`config.mk`:
```
export PLATFORM = sky130hd
export DESIGN_NAME = fp_divider_seq
export DESIGN_NICKNAME = d
export VERILOG_FILES = /design/src/rtl/fp_div_pkg.sv /design/src/rtl/mant_div_step.sv /design/src/rtl/fp_divider_seq.sv
export SDC_FILE = /design/constraint.sdc
export NUM_CORES = 1
export LEC_CHECK = 0
export ABC_AREA = 1
export CAP_MARGIN = 0
export CORE_AREA = 2 2 144 160
export DETAILED_ROUTE_END_ITERATION = 12
export DIE_AREA = 0 0 146 162
export PLACE_DENSITY = 0.8
export SKIP_CTS_REPAIR_TIMING = 1
export SLEW_MARGIN = 20
export SYNTH_ARGS = -nofsm -noshare
export SYNTH_HDL_FRONTEND = slang
export SYNTH_SLANG_ARGS = --single-unit
```
`constraint.sdc`:
```
create_clock -name CLK -period 3.9 [get_ports CLK]
set_input_delay 0.39 -clock CLK [delete_from_list [all_inputs] [get_ports CLK]]
set_output_delay 0.39 -clock CLK [all_outputs]
set_load 0.01 [all_outputs]
```
`src/rtl/fp_div_pkg.sv`:
```
// Shared types and constants for the sequential single-precision divider.
// Latency: n/a (definitions only).
// Backpressure: n/a.
package fp_div_pkg;

    localparam int MANT_W = 23;
    localparam int EXP_W  = 8;
    localparam int BIAS   = 127;
    localparam int QBITS  = 26;

    localparam logic [31:0]      QNAN      = 32'h7FC0_0000;
    localparam logic [30:0]      INF       = 31'h7F80_0000;
    localparam logic [EXP_W-1:0] EXP_ONES  = 8'hFF;
    localparam logic [EXP_W-1:0] EXP_ZERO  = 8'h00;
    localparam logic signed [9:0] EXP_OVF  = 10'sd255;

    typedef enum logic [2:0] {
        S_IDLE,
        S_CHECK,
        S_DIVIDE,
        S_NORM,
        S_ROUND,
        S_DONE
    } state_t;

    typedef struct packed {
        logic zero;
        logic inf;
        logic nan;
    } fp_class_t;

    // Exponent zero counts as zero: denormals are flushed.
    function automatic fp_class_t classify(input logic [EXP_W-1:0] e,
                                           input logic [MANT_W-1:0] m);
        fp_class_t c;
        c.zero = (e == EXP_ZERO);
        c.inf  = (e == EXP_ONES) && (m == '0);
        c.nan  = (e == EXP_ONES) && (m != '0);
        return c;
    endfunction

endpackage

```
`src/rtl/mant_div_step.sv`:
```
// One restoring radix-2 division step on the 24-bit significands.
// Latency: combinational.
// Backpressure: none; iterated by the parent FSM.
module mant_div_step (
    input  logic [24:0] rem,
    input  logic [23:0] den,
    output logic [24:0] rem_next,
    output logic        qbit
);
    logic [23:0] diff;

    // When rem >= den the true difference is below den, so 24 bits hold it exactly.
    assign qbit     = (rem >= {1'b0, den});
    assign diff     = rem[23:0] - den;
    assign rem_next = qbit ? {diff, 1'b0} : {rem[23:0], 1'b0};

endmodule

```
`src/rtl/fp_divider_seq.sv`:
```
// Sequential IEEE-754 single-precision divider, one quotient bit per cycle.
// Latency: Done 30 cycles after the Start edge on the normal path, 2 on special operands.
// Backpressure: Start ignored while Busy; result held until the next accepted Start.
module fp_divider_seq
    import fp_div_pkg::*;
(
    input  logic        CLK,
    input  logic        Reset,
    input  logic        Start,
    input  logic [31:0] Dividend,
    input  logic [31:0] Divisor,
    output logic        Busy,
    output logic        Done,
    output logic [31:0] Out,
    output logic        Over,
    output logic        Under,
    output logic        DivZero,
    output logic        Invalid
);
    state_t state, next_state;

    logic [31:0]        a_q, b_q;
    logic               sign_q;
    logic [24:0]        rem_q;
    logic [23:0]        den_q;
    logic [QBITS-1:0]   q_q;
    logic [4:0]         cnt_q;
    logic signed [9:0]  exp_q;
    logic [MANT_W-1:0]  frac_q;
    logic               guard_q, sticky_q;
    logic [31:0]        out_q;
    logic               over_q, under_q, divzero_q, invalid_q;

    fp_class_t ca, cb;
    logic      sign_c, inval_c, special_c;

    assign ca        = classify(a_q[30:23], a_q[22:0]);
    assign cb        = classify(b_q[30:23], b_q[22:0]);
    assign sign_c    = a_q[31] ^ b_q[31];
    assign inval_c   = ca.nan | cb.nan | (ca.zero & cb.zero) | (ca.inf & cb.inf);
    assign special_c = inval_c | ca.inf | cb.zero | ca.zero | cb.inf;

    logic [24:0] rem_next;
    logic        qbit;

    mant_div_step u_step (
        .rem      (rem_q),
        .den      (den_q),
        .rem_next (rem_next),
        .qbit     (qbit)
    );

    // Rounding works on the fraction only; the hidden bit is always 1 after NORM,
    // so a carry out of the fraction means the significand became 2.0.
    logic              round_up;
    logic [MANT_W:0]   frac_inc;
    logic signed [9:0] exp_r;

    assign round_up = guard_q & (sticky_q | frac_q[0]);
    assign frac_inc = {1'b0, frac_q} + {{MANT_W{1'b0}}, round_up};
    assign exp_r    = exp_q + {9'b0, frac_inc[MANT_W]};

    always_ff @(posedge CLK or negedge Reset) begin
        if (!Reset) begin
            state <= S_IDLE;
        end else begin
            state <= next_state;
        end
    end

    always_comb begin
        next_state = state;
        case (state)
            S_IDLE:   if (Start) next_state = S_CHECK;
            S_CHECK:  next_state = special_c ? S_DONE : S_DIVIDE;
            S_DIVIDE: if (cnt_q == 5'(QBITS - 1)) next_state = S_NORM;
            S_NORM:   next_state = S_ROUND;
            S_ROUND:  next_state = S_DONE;
            S_DONE:   next_state = S_IDLE;
            default:  next_state = S_IDLE;
        endcase
    end

    always_ff @(posedge CLK or negedge Reset) begin
        if (!Reset) begin
            a_q       <= '0;
            b_q       <= '0;
            sign_q    <= 1'b0;
            rem_q     <= '0;
            den_q     <= '0;
            q_q       <= '0;
            cnt_q     <= '0;
            exp_q     <= '0;
            frac_q    <= '0;
            guard_q   <= 1'b0;
            sticky_q  <= 1'b0;
            out_q     <= '0;
            over_q    <= 1'b0;
            under_q   <= 1'b0;
            divzero_q <= 1'b0;
            invalid_q <= 1'b0;
        end else begin
            case (state)
                S_IDLE: begin
                    if (Start) begin
                        a_q       <= Dividend;
                        b_q       <= Divisor;
                        over_q    <= 1'b0;
                        under_q   <= 1'b0;
                        divzero_q <= 1'b0;
                        invalid_q <= 1'b0;
                    end
                end
                S_CHECK: begin
                    sign_q <= sign_c;
                    if (inval_c) begin
                        out_q     <= QNAN;
                        invalid_q <= 1'b1;
                    end else if (ca.inf) begin
                        out_q <= {sign_c, INF};
                    end else if (cb.zero) begin
                        out_q     <= {sign_c, INF};
                        divzero_q <= 1'b1;
                    end else if (ca.zero | cb.inf) begin
                        out_q <= {sign_c, 31'b0};
                    end else begin
                        rem_q <= {2'b01, a_q[22:0]};
                        den_q <= {1'b1, b_q[22:0]};
                        exp_q <= {2'b00, a_q[30:23]} - {2'b00, b_q[30:23]} + 10'(BIAS);
                        cnt_q <= '0;
                        q_q   <= '0;
                    end
                end
                S_DIVIDE: begin
                    rem_q <= rem_next;
                    q_q   <= {q_q[QBITS-2:0], qbit};
                    cnt_q <= cnt_q + 5'd1;
                end
                S_NORM: begin
                    if (q_q[25]) begin
                        frac_q   <= q_q[24:2];
                        guard_q  <= q_q[1];
                        sticky_q <= q_q[0] | (|rem_q);
                    end else begin
                        frac_q   <= q_q[23:1];
                        guard_q  <= q_q[0];
                        sticky_q <= |rem_q;
                        exp_q    <= exp_q - 10'sd1;
                    end
                end
                S_ROUND: begin
                    if (exp_r >= EXP_OVF) begin
                        out_q  <= {sign_q, INF};
                        over_q <= 1'b1;
                    end else if (exp_r <= 10'sd0) begin
                        out_q   <= {sign_q, 31'b0};
                        under_q <= 1'b1;
                    end else begin
                        out_q <= {sign_q, exp_r[7:0], frac_inc[MANT_W-1:0]};
                    end
                end
                default: ;
            endcase
        end
    end

    assign Busy    = (state != S_IDLE) && (state != S_DONE);
    assign Done    = (state == S_DONE);
    assign Out     = out_q;
    assign Over    = over_q;
    assign Under   = under_q;
    assign DivZero = divzero_q;
    assign Invalid = invalid_q;

endmodule

```
==> reports/results.ini <==
[run_status]
outcome = finished, violations left
violations = negative hold slack

[sta]
tightest_slew_ns = 0.923
hold_viol_final = 60
rsz0062_at_grt = true
timing.final.ws_setup_ns = 0.267
slew_viol_final = 0
skew_ns = 0.0182
holdWs_ns = -0.102
fmax_ghz = 0.275
layout_min_cycle_time_ns = 3.63
setup_viol = 0
min_period_over_period_pct = 93.2
slew_headroom_pct = 38.4

[synth]
synth_area_leaders = dfrtp_1, nand2_1, inv_1
ys_seq_area_share_pct = 42.6
syn-num-nets = 1846
yosys_warnings = 0
yosys.cell_types.count = 48
synth_cells = 1737
synth_area_um2 = 12900
yosysTopAreaCellShare_pct = 42.6
synth_xor_area_share_pct = 2.18
synth_top_area_cell = dfrtp_1
synth_compound_area_share_pct = 10.3
syn_area_per_cell_um2 = 7.41
ys.flop_type = dfrtp_1
synth_adder_area_share_pct = 4.20
synth_top_family_by_area = simple AND/OR/NAND/NOR gates
ys_async_sr_fraction_pct = 100
muxShareOfSynthArea_pct = 0.165
synth-seq-cells = 219
synthSimpleGateAreaFrac_pct = 31.6
synth_edf_count = 0

[pwr]
swShare_pct = 46.6
p_leak_uw = 0.00727
power_frac_seq_pct = 27.7
switchingPower_uw = 6250
power_frac_comb_pct = 53.1
p_per_area_nw_per_um2 = 889
peakVddDrop_mv = 0.533
p_int_uw = 7160
p_total_uw = 13400
clkPwrFrac_pct = 19.2

[route]
vias = 11800
wl_met3_um = 1650
first_iter_violations = 758
wl_met2_um = 18100
drc = 0
wl_per_cell_um = 16.7
finalWirelength_um = 35900
detail_route.vias_per_cell = 5.53
top_layer = met4
ant_nets = 0
drt_first_pass_iters = 5
m1WireLength_um = 14100

[placed_design]
placed_area_um2 = 14100
gp_congestion = 0.970
place_ws_ns = 0.144
io_buffer_count = 104
dp_hpwl_um = 26000

[final_layout]
final_util_pct = 68.7
fin_nets = 1939
final_cell_mix = nand2_1, dfrtp_1, inv_1
synthToLayoutAreaGrowth_pct = 17.3
final_area_um2 = 15100
final_common_cell = nand2_1
drive_gt1_share_pct = 6.82
antenna_cells = 0

[clocking]
cts_buffers = 24
clock_latency_ns = 0.53
cts.clk_slew.worst_paths_ns = 0.06
clk_path_buf_depth = 3
clkSinkCount = 219
htreeDepth = 1
cts_tree = yes
cts_root_buf = clkbuf_16

[floorplan]
core_um2 = 22000
die_w_um = 146
die_h_um = 162
start_util_pct = 58.6
rows = 57
ioPinCount = 105
die_area_um2 = 23700

[critical_path]
path_max_fanout = 10
startpoint_type = flip-flop
arrival_ns = 4.04
required_ns = 4.31
critical_path_class = reg2reg
worst_setup_path_end_kind = flip-flop

[global_routing]
track_usage_pct = 30.5
grt-ovfl-total = 0
grt_max_degree = 118
grt_pass1_vias = 11600
grt_pass1_wl_um = 58400
grt_antenna_before_repair = 0

[flow_run]
maxCapViolations = 0

[worst_hold_path]
hold_class = in2async

-- kinds of logic after synthesis --
kind of cell             Yosys count
multiplexers                       2
flip-flops                       219
AO/OA/AOI/OAI                    228
XOR/XNOR                          32
AND/OR/NAND/NOR                  940
buffers and inverters            274
adder cells (fa/ha/maj)           42
-- routing by layer --
layer  vias up  track usage (%)
met5         -                0
met3       100             3.54
met2       352             54.1
met1      5582             37.0
li1       5815                -
met4         0             15.5
-- worst max-delay path, cell delays in order (launching register included) --
cell and delay (ns):
dfrtp_1 0.37, nor2_1 0.05, nor2_1 0.08, ha_1 0.17, inv_1 0.06, nor2_1 0.12
nand2_1 0.10, nor2_2 0.11, nand2_1 0.08, nor2_1 0.13, nand4_1 0.12, nor2_1 0.11
nand4_1 0.10, nor2_2 0.20, ha_2 0.21, ha_1 0.23, or2_2 0.30, nor2_1 0.12
nand3_1 0.08, nor2_1 0.13, nand3_2 0.11, nand2_4 0.12, clkinv_4 0.10, nand2_4 0.20
o21ai_2 0.07
-- synthesized netlist by cell type (2+ instances only) --
master and n:
o21ai_0 92, a21oi_1 39, nand2_2 9, nand3_1 139, o21ai_1 18, nand2_1 568
nor3_2 2, dfrtp_1 219, nand4_1 52, nor2_2 3, inv_1 205, buf_6 10
clkbuf_1 33, fa_1 2, buf_2 15, o22ai_1 29, o211ai_1 15, ha_1 40
or2_2 2, xor2_1 18, nor2_4 4, xnor2_1 14, inv_2 5, nand2_4 2
o21ai_2 20, nor4_1 8, buf_4 2, nand3_2 2, o21a_1 3, nor2_1 117
a31oi_1 7, nor3_1 9, nand3b_1 19
-- state kept, by name (all words and copies together), names as in the netlist, 10 cells and up --
| register | cells |
|---|---|
| Out | 32 |
| a_q | 32 |
| b_q | 32 |
| den_q | 24 |
| exp_q | 10 |
| frac_q | 23 |
| q_q | 26 |
| rem_q | 25 |
-- per-stage QoR --
stage | std cells | setup TNS, ns | hold slack, ns
final | 2143 | 0 | -0.102
after floorplan | 1737 | 0 | 0.0944
after global routing | 2143 | -0.0382 | 0.0184
after detailed placement | 2096 | 0 | 0.445
after global placement | 2096 | 0 | 0.440
after CTS | 2140 | 0 | -0.0189
-- power groups by stage --
stage | sequential [uW] | combinational, uW | clock (uW)
detailed placement | 3730 | 6960 | 0
finish | 3710 | 7130 | 2570
floorplan | 3580 | 5230 | 0
CTS | 3700 | 7040 | 2600
global route | 3820 | 8040 | 2700
global placement | 3700 | 6830 | 0
-- worst paths after layout --
| kind | startpoint | to | slack [ns] | cells past startpoint |
|---|---|---|---|---|
| worst max register to register | frac_q[0] | Out[17] | 0.27 | 24 |
| max in group asynchronous | Reset | rem_q[6] | 3.08 | 2 |
| min in group CLK | Divisor[7] | b_q[7] | 0.39 | 3 |
| worst min register to register | den_q[23] | den_q[23] | 0.47 | 2 |
| worst max-delay path | frac_q[0] | Out[17] | 0.27 | 24 |
| worst min-delay path | Reset | q_q[10] | -0.10 | 1 |
-- final cells by class --
cell class	instances	area (um2)
clock buffer	30	663
clock inverter	14	241
fill	1909	6880
inverter	212	801
multi-input combinational	1245	6280
sequential	219	5480
tap	295	369
timing repair buffer	127	1240
timing repair inverter	1	6.26
No activity file was read; power rests on OpenSTA's default activity.
